==> config.mk <==
export PLATFORM = sky130hd
export DESIGN_NAME = acc_datapath
export DESIGN_NICKNAME = d
export VERILOG_FILES = /design/src/rtl/acc_datapath.sv
export SDC_FILE = /design/constraint.sdc
export NUM_CORES = 1
export LEC_CHECK = 0
export CAP_MARGIN = 40
export CORE_MARGIN = 3
export CORE_UTILIZATION = 40
export CTS_CLUSTER_SIZE = 12
export DETAILED_ROUTE_END_ITERATION = 12
export GPL_TIMING_DRIVEN = 0
export SETUP_SLACK_MARGIN = 0.5
export SLEW_MARGIN = 5
export SYNTH_ARGS = -nofsm -noshare
export SYNTH_HDL_FRONTEND = slang
export SYNTH_SLANG_ARGS = --single-unit
==> constraint.sdc <==
create_clock -name CLK -period 2.55 [get_ports CLK]
set_clock_uncertainty 0.05 [all_clocks]
set_input_delay 0.255 -clock CLK [delete_from_list [all_inputs] [get_ports CLK]]
set_output_delay 0.255 -clock CLK [all_outputs]
set_load 0.01 [all_outputs]
==> src/rtl/acc_datapath.sv <==
// rtl/acc_datapath.sv - accumulator datapath responding to the accumulator controller
//
// Holds the accumulator (Acc), operand register (B) and iteration counter,
// and returns registered status to the controller.
//
// Ports:
//   CLK          system clock, all state changes on the rising edge
//   CLR          synchronous active-low reset
//   DIN          external operand / count input
//   AccParallel  load ALU result into Acc (wins over AccRight)
//   AccRight     arithmetic shift Acc right by one
//   ALUCtrl      ALU operation select
//   ASrc         ALU A source: 0 = Acc, 1 = zero
//   BSrc         ALU B source: 0 = B register, 1 = DIN
//   BLoad        load B register from DIN
//   CntLoad      load counter from DIN[CNT_W-1:0] (wins over CntDec)
//   CntDec       decrement counter, saturating at zero
//   ACC_OUT      current Acc value
//   Stat         {Acc[0], count == 0}
//   NFlag        Acc sign bit
//   OVF          signed overflow of the last Acc parallel write

module acc_datapath #(
  parameter int WIDTH = 8,
  parameter int CNT_W = 4
) (
  input  logic             CLK,
  input  logic             CLR,
  input  logic [WIDTH-1:0] DIN,
  input  logic             AccParallel,
  input  logic             AccRight,
  input  logic [2:0]       ALUCtrl,
  input  logic             ASrc,
  input  logic             BSrc,
  input  logic             BLoad,
  input  logic             CntLoad,
  input  logic             CntDec,
  output logic [WIDTH-1:0] ACC_OUT,
  output logic [1:0]       Stat,
  output logic             NFlag,
  output logic             OVF
);

  logic [WIDTH-1:0] acc;
  logic [WIDTH-1:0] b_reg;
  logic [CNT_W-1:0] count;
  logic             cnt_zero;
  logic             ovf_reg;

  logic [WIDTH-1:0] alu_a;
  logic [WIDTH-1:0] alu_b;
  logic [WIDTH-1:0] alu_res;
  logic             alu_ovf;
  logic [CNT_W-1:0] cnt_next;

  // ALU: B-side reads the stored B, so a BLoad in the same cycle is not seen
  always_comb begin
    alu_a   = ASrc ? '0 : acc;
    alu_b   = BSrc ? DIN : b_reg;
    alu_res = '0;
    alu_ovf = 1'b0;
    case (ALUCtrl)
      3'b000: begin
        alu_res = alu_a + alu_b;
        alu_ovf = (alu_a[WIDTH-1] == alu_b[WIDTH-1]) &&
                  (alu_res[WIDTH-1] != alu_a[WIDTH-1]);
      end
      3'b001: begin
        alu_res = alu_a - alu_b;
        alu_ovf = (alu_a[WIDTH-1] != alu_b[WIDTH-1]) &&
                  (alu_res[WIDTH-1] != alu_a[WIDTH-1]);
      end
      3'b010:  alu_res = alu_a & alu_b;
      3'b011:  alu_res = alu_a | alu_b;
      3'b100:  alu_res = alu_a ^ alu_b;
      3'b101:  alu_res = alu_b;
      3'b110:  alu_res = ~alu_a;
      default: alu_res = alu_a;
    endcase
  end

  // Next count is computed here so the zero flag can be registered with it,
  // keeping Stat[0] a pure register output.
  always_comb begin
    cnt_next = count;
    if (CntLoad) begin
      cnt_next = DIN[CNT_W-1:0];
    end else if (CntDec && (count != '0)) begin
      cnt_next = count - {{(CNT_W-1){1'b0}}, 1'b1};
    end
  end

  always_ff @(posedge CLK) begin
    if (!CLR) begin
      acc      <= '0;
      b_reg    <= '0;
      count    <= '0;
      cnt_zero <= 1'b1;
      ovf_reg  <= 1'b0;
    end else begin
      if (AccParallel) begin
        acc     <= alu_res;
        ovf_reg <= alu_ovf;
      end else if (AccRight) begin
        acc <= {acc[WIDTH-1], acc[WIDTH-1:1]};
      end
      if (BLoad) begin
        b_reg <= DIN;
      end
      count    <= cnt_next;
      cnt_zero <= (cnt_next == '0);
    end
  end

  assign ACC_OUT = acc;
  assign Stat    = {acc[0], cnt_zero};
  assign NFlag   = acc[WIDTH-1];
  assign OVF     = ovf_reg;

endmodule

Word-level counts from Yosys, hierarchy flattened --
Cells that the tools add are included.
Storage, ports and cells: input port bits 20, bits in registers 22, word-level logic and storage cells 38, output and inout bits 12
Operators by class: bitwise gates (word level) 4, add/subtract/negate cells 3, reduce and logical (&&, ||, !) cells 7, mux-type cells 8, equality and inequality tests 10
Operators with widths (count):
- $pmux W8 S7 | 1
- $mux W8 | 3
- $eq A3 B3 Y1 const B | 3
- $add A8 B8 Y8 | 1
- $and A8 B8 Y8 | 1
- $mux W4 | 2
- $not A8 Y8 | 1
- $or A8 B8 Y8 | 1
- $sub A8 B8 Y8 | 1
- $xor A8 B8 Y8 | 1
- $mux W7 | 1
- $eq A3 B2 Y1 const B | 2
- $logic_not A4 Y1 | 1
- $reduce_bool A4 Y1 | 1
- $sub A4 B1 Y4 const B | 1
- $eq A3 B1 Y1 const B | 1
- $logic_and A1 B1 Y1 | 3
- $logic_not A3 Y1 | 1
- $ne A1 B1 Y1 | 3
- $pmux W1 S2 | 1
- $reduce_bool A2 Y1 | 1
- $eq A1 B1 Y1 | 1

Logic depth before layout (Yosys ltp) --
depth in word-level cells 5, depth in mapped cells 12

Worst setup path before layout --
Ideal clock, no wire load.
path kind input-to-reg, from input BSrc, to register acc[7], in the netlist ACC_OUT[7], stages on the path 11, data arrival time 2.281 ns, setup time 0.127 ns, path slack 0.092 ns, data required time 2.373 ns, cells stage by stage buf_6 mux2_2 inv_1 ha_1 buf_6 nor2b_1 nor3_1 a211oi_2 or4b_1 a31oi_1 o211ai_1
On the way: word-level cells in the longest chain between the ends 4, elaborated cells between the ends (all ways) 8, classes of those cells 2 x add/sub; 3 x mux; 3 x bitwise
Ends and longest elaborated chain:
- from (decl) | line 34 | input logic BSrc,
- $mux W8 (*) | line 59 | alu_b = BSrc ? DIN : b_reg;
- $sub A8 B8 Y8, or another cell as far along | line 69 | alu_res = alu_a - alu_b;
- $pmux W8 S7 (*) | line 62 | case (ALUCtrl)
- $mux W8 (*) | line 101 | if (AccParallel) begin
- to (signal assigned) | line 102 | acc <= alu_res;
- to (signal assigned) | line 105 | acc <= {acc[WIDTH-1], acc[WIDTH-1:1]};
- to (decl) | line 44 | logic [WIDTH-1:0] acc;
Mark *: on every way between the ends. The rest lies on a longest branch, timed or not. The select of a mux whose other input is x is not followed. A chain may end at the register's enable or synchronous reset.

Final worst setup path --
from register b_reg[2], to register acc[7], in the netlist ACC_OUT[7]
On the way: word-level cells in the longest chain between the ends 4, elaborated cells between the ends (all ways) 5, classes of those cells 2 x add/sub; 3 x mux
Ends and longest elaborated chain:
- from (decl) | line 45 | logic [WIDTH-1:0] b_reg;
- from (signal assigned) | line 96 | b_reg <= '0;
- from (signal assigned) | line 108 | b_reg <= DIN;
- $mux W8 (*) | line 59
- $sub A8 B8 Y8 or $add A8 B8 Y8 (tied branches) | line 69, 64
- $pmux W8 S7 (*) | line 62
- $mux W8 (*) | line 101
Marks and branches as above.

==> flow_metrics.tcl <==
set metrics [dict create \
    grt_pass1_vias 2307 \
    drt_pre_antenna_iters 5 \
    ys_types 56 \
    postRouteAntennaNets 0 \
    fmax_mhz 422.1 \
    num_vias 2471 \
    cts.reportedPaths.clkPinSlew_ns 0.09 \
    numCtsBuffers 3 \
    min_path_cells 3 \
    p_leak_nw 1.353 \
    postCtsHoldBufs 0 \
    reg2reg_from "b_reg[2]" \
    synth_cells 320 \
    crit_fanout 3 \
    overflow 0 \
    yosysWarnings 0 \
    clkLatencyLatePin_ns 0.27 \
    antenna_cells 0 \
    crit_arrival_ns 2.46 \
    die_w_um 83.98 \
    globalplace.congestion 0.8614 \
    fp.dieH_um 83.98 \
    rr_worst_depth 10 \
    die_area_mm2 0.007053 \
    grt_use_total_pct 19.89 \
    areaGrowthSynthToFinish_pct 33.85 \
    synth_edf_count 0 \
    min_from "DIN[2]" \
    clock-root-buffer "clkbuf_8" \
    dpl.hpwl_um 5407 \
    synth_fp_nets 365 \
    finalMaxSlewViolations 0 \
    core-area_mm2 0.005709 \
    synth_seq_cells 22 \
    syn-cell-area_mm2 0.002432 \
    synth_top_cell_area_share_pct 18.11 \
    io-pin-count 32 \
    drive_gt1_share_pct 23.76 \
    worst_pin_slew_ns 0.9135 \
    power_density_mw_per_mm2 413.4 \
    fin_nets 408 \
    antenna_found_initial 0 \
    worst_setup_path_start_kind "register" \
    grt_max_degree 14 \
    reg2reg_slack_ns 0.18 \
    setup-violations-final 0 \
    whs_ns 0.3834 \
    hp-class "input port to register" \
    wire_per_inst_um 16.05 \
    yosysTopAreaCell "dfxtp_1" \
    fin_crit_sh_pct 92.91 \
    rsz0062_at_grt "yes" \
    start_util_pct 42.60 \
    synthTopCellsByArea "dfxtp_1 (18%), ha_1 (13%), mux2i_1 (7.8%), o21ai_0 (5.1%), inv_1 (4.5%)" \
    cts_tree "done" \
    critPathRequiredTime_ns 2.64 \
    fp-row-count 27 \
    period_minus_slack_ns 2.369 \
    io_buffers 27 \
    r2r_end "ACC_OUT[7]" \
    cts_buffer_depth 2 \
    fillCellCount 536 \
    viasPerCell 5.694 \
    maxSlewHeadroom_pct 38.63 \
    grt_pass1_wl_um 11550 \
    hold_viol 0 \
    clock_sinks 22 \
    power_mw 1.346 \
    peakVddDrop_v 0.0004036 \
    seq_area_frac_synth_pct 18.11 \
    status "completed" \
    crit_type "register to register" \
    htree_levels 1 \
    synthArstFlopShare_pct 0 \
    worstHoldEndpoint "b_reg[2]" \
    avgSynthCellArea_um2 7.601 \
    critPathCaptureType "register" \
    initialDrtViolationCount 172 \
    drv_cap 0 \
    yosys_most_used_dff "dfxtp_1" \
    routed_wl_um 6964 \
    drc_errors 0 \
]
==> routing by layer <==
metal  GRT usage, %  vias to the layer above  wire, µm  share of wire [%]
met5              0                        -         0                  0
met4          3.655                        0        41               0.59
met3          1.876                        4       403                5.8
met2          34.20                       92      3281                 47
met1          27.12                     1157      3237                 46
li1               -                     1218         -                  -
==> worst max path at each step <==
stage	startpoint	to	slack, ns	cells past startpoint
floorplan	BSrc	ACC_OUT[7]	0.14	11
global placement	ASrc	ACC_OUT[7]	-0.70	9
detailed placement	ASrc	ACC_OUT[7]	-0.71	9
CTS	b_reg[2]	ACC_OUT[7]	0.20	10
global route	b_reg[2]	ACC_OUT[7]	0.1	10
finish	b_reg[2]	ACC_OUT[7]	0.18	10
==> cell families (layout without fill, tap and decap cells) <==
kind of cell | count (synthesis) | after routing | synth area share, %
XOR/XNOR | 10 | 10 | 3.601
flip-flops | 22 | 22 | 18.11
multiplexers | 27 | 27 | 11.63
AO/OA/AOI/OAI | 88 | 88 | 24.28
adder cells (fa/ha/maj) | 25 | 25 | 12.86
AND/OR/NAND/NOR | 95 | 95 | 20.22
buffers and inverters | 53 | 95 | 9.310
==> cells in the mapped netlist, types with 7 or more instances <==
master / count
o21ai_0: 25
nand2b_1: 8
a21oi_1: 11
inv_1: 29
nor2_1: 19
nor2b_1: 16
clkbuf_1: 16
xnor2_1: 8
mux2i_1: 19
dfxtp_1: 22
a31oi_1: 8
nor3_1: 10
o22ai_1: 7
ha_1: 25
nand2_1: 23
mux2_2: 7
==> cell usage in the layout, fill, tap and decap left out, drive strengths merged, types with 3 or more instances in the layout <==
cell type      Yosys  routed
nor3              11      11
clkbuf            16      19
o31ai              4       4
nor4               4       4
dlygate4sd2        0       5
nand2             23      23
o22ai              7       7
and2               3       3
a31oi              8       8
mux2               7       7
ha                25      25
o21bai             3       3
clkdlybuf4s50      0      21
nor2b             17      17
mux2i             20      20
xnor2              8       8
o21ai             25      25
a21oi             11      11
dfxtp             22      22
buf                6      18
a21boi             4       4
o211ai             4       4
nor2              19      19
inv               30      30
nand2b             8       8
==> cell type report <==
cell class / count / area, µm² / share of cell area, %
Timing Repair Buffer: 38 / 341.6 / 10.49
Clock inverter: 1 / 30.03 / 0.9224
Sequential cell: 22 / 447.9 / 13.76
Multi-Input combinational cell: 245 / 2038 / 62.61
Inverter: 31 / 121.4 / 3.728
Buffer: 22 / 145.1 / 4.458
Tap cell: 72 / 90.09 / 2.767
Clock buffer: 3 / 41.29 / 1.268
==> where the power goes <==
group	total, mW	switching, mW	internal, mW
sequential	0.400	0.0259	0.374
clock	0.326	0.117	0.210
combinational	0.619	0.316	0.302
total	1.35	0.459	0.887
==> worst max-delay path: stages (launching register included) <==
cell,delay [ns]
dfxtp_2,0.32
mux2_4,0.30
inv_4,0.07
ha_4,0.19
buf_6,0.11
nor2b_4,0.12
nor3_4,0.15
a211oi_4,0.10
or4b_1,0.49
a31oi_2,0.22
o211ai_1,0.12
==> metrics by stage <==
stage               util [%]  TNS, ns  setup slack (ns)  area, µm²  std cells
finish                 57.02        0            0.1807       3256        434
global placement       49.70   -2.770           -0.6957       2838        419
global route           57.02        0           0.09565       3256        434
floorplan                  -        0            0.1375       2477        320
detailed placement     49.70   -2.883           -0.7055       2838        419
CTS                    55.20        0            0.2007       3152        432
==> repair_timing <==
action                     4_1_cts  5_1_grt
pin swaps                       18       10
resized for setup               58       25
gates cloned                     0        0
buffers inserted                 9        2
setup endpoints to repair        8        9
(Power assumes the default switching activity.)
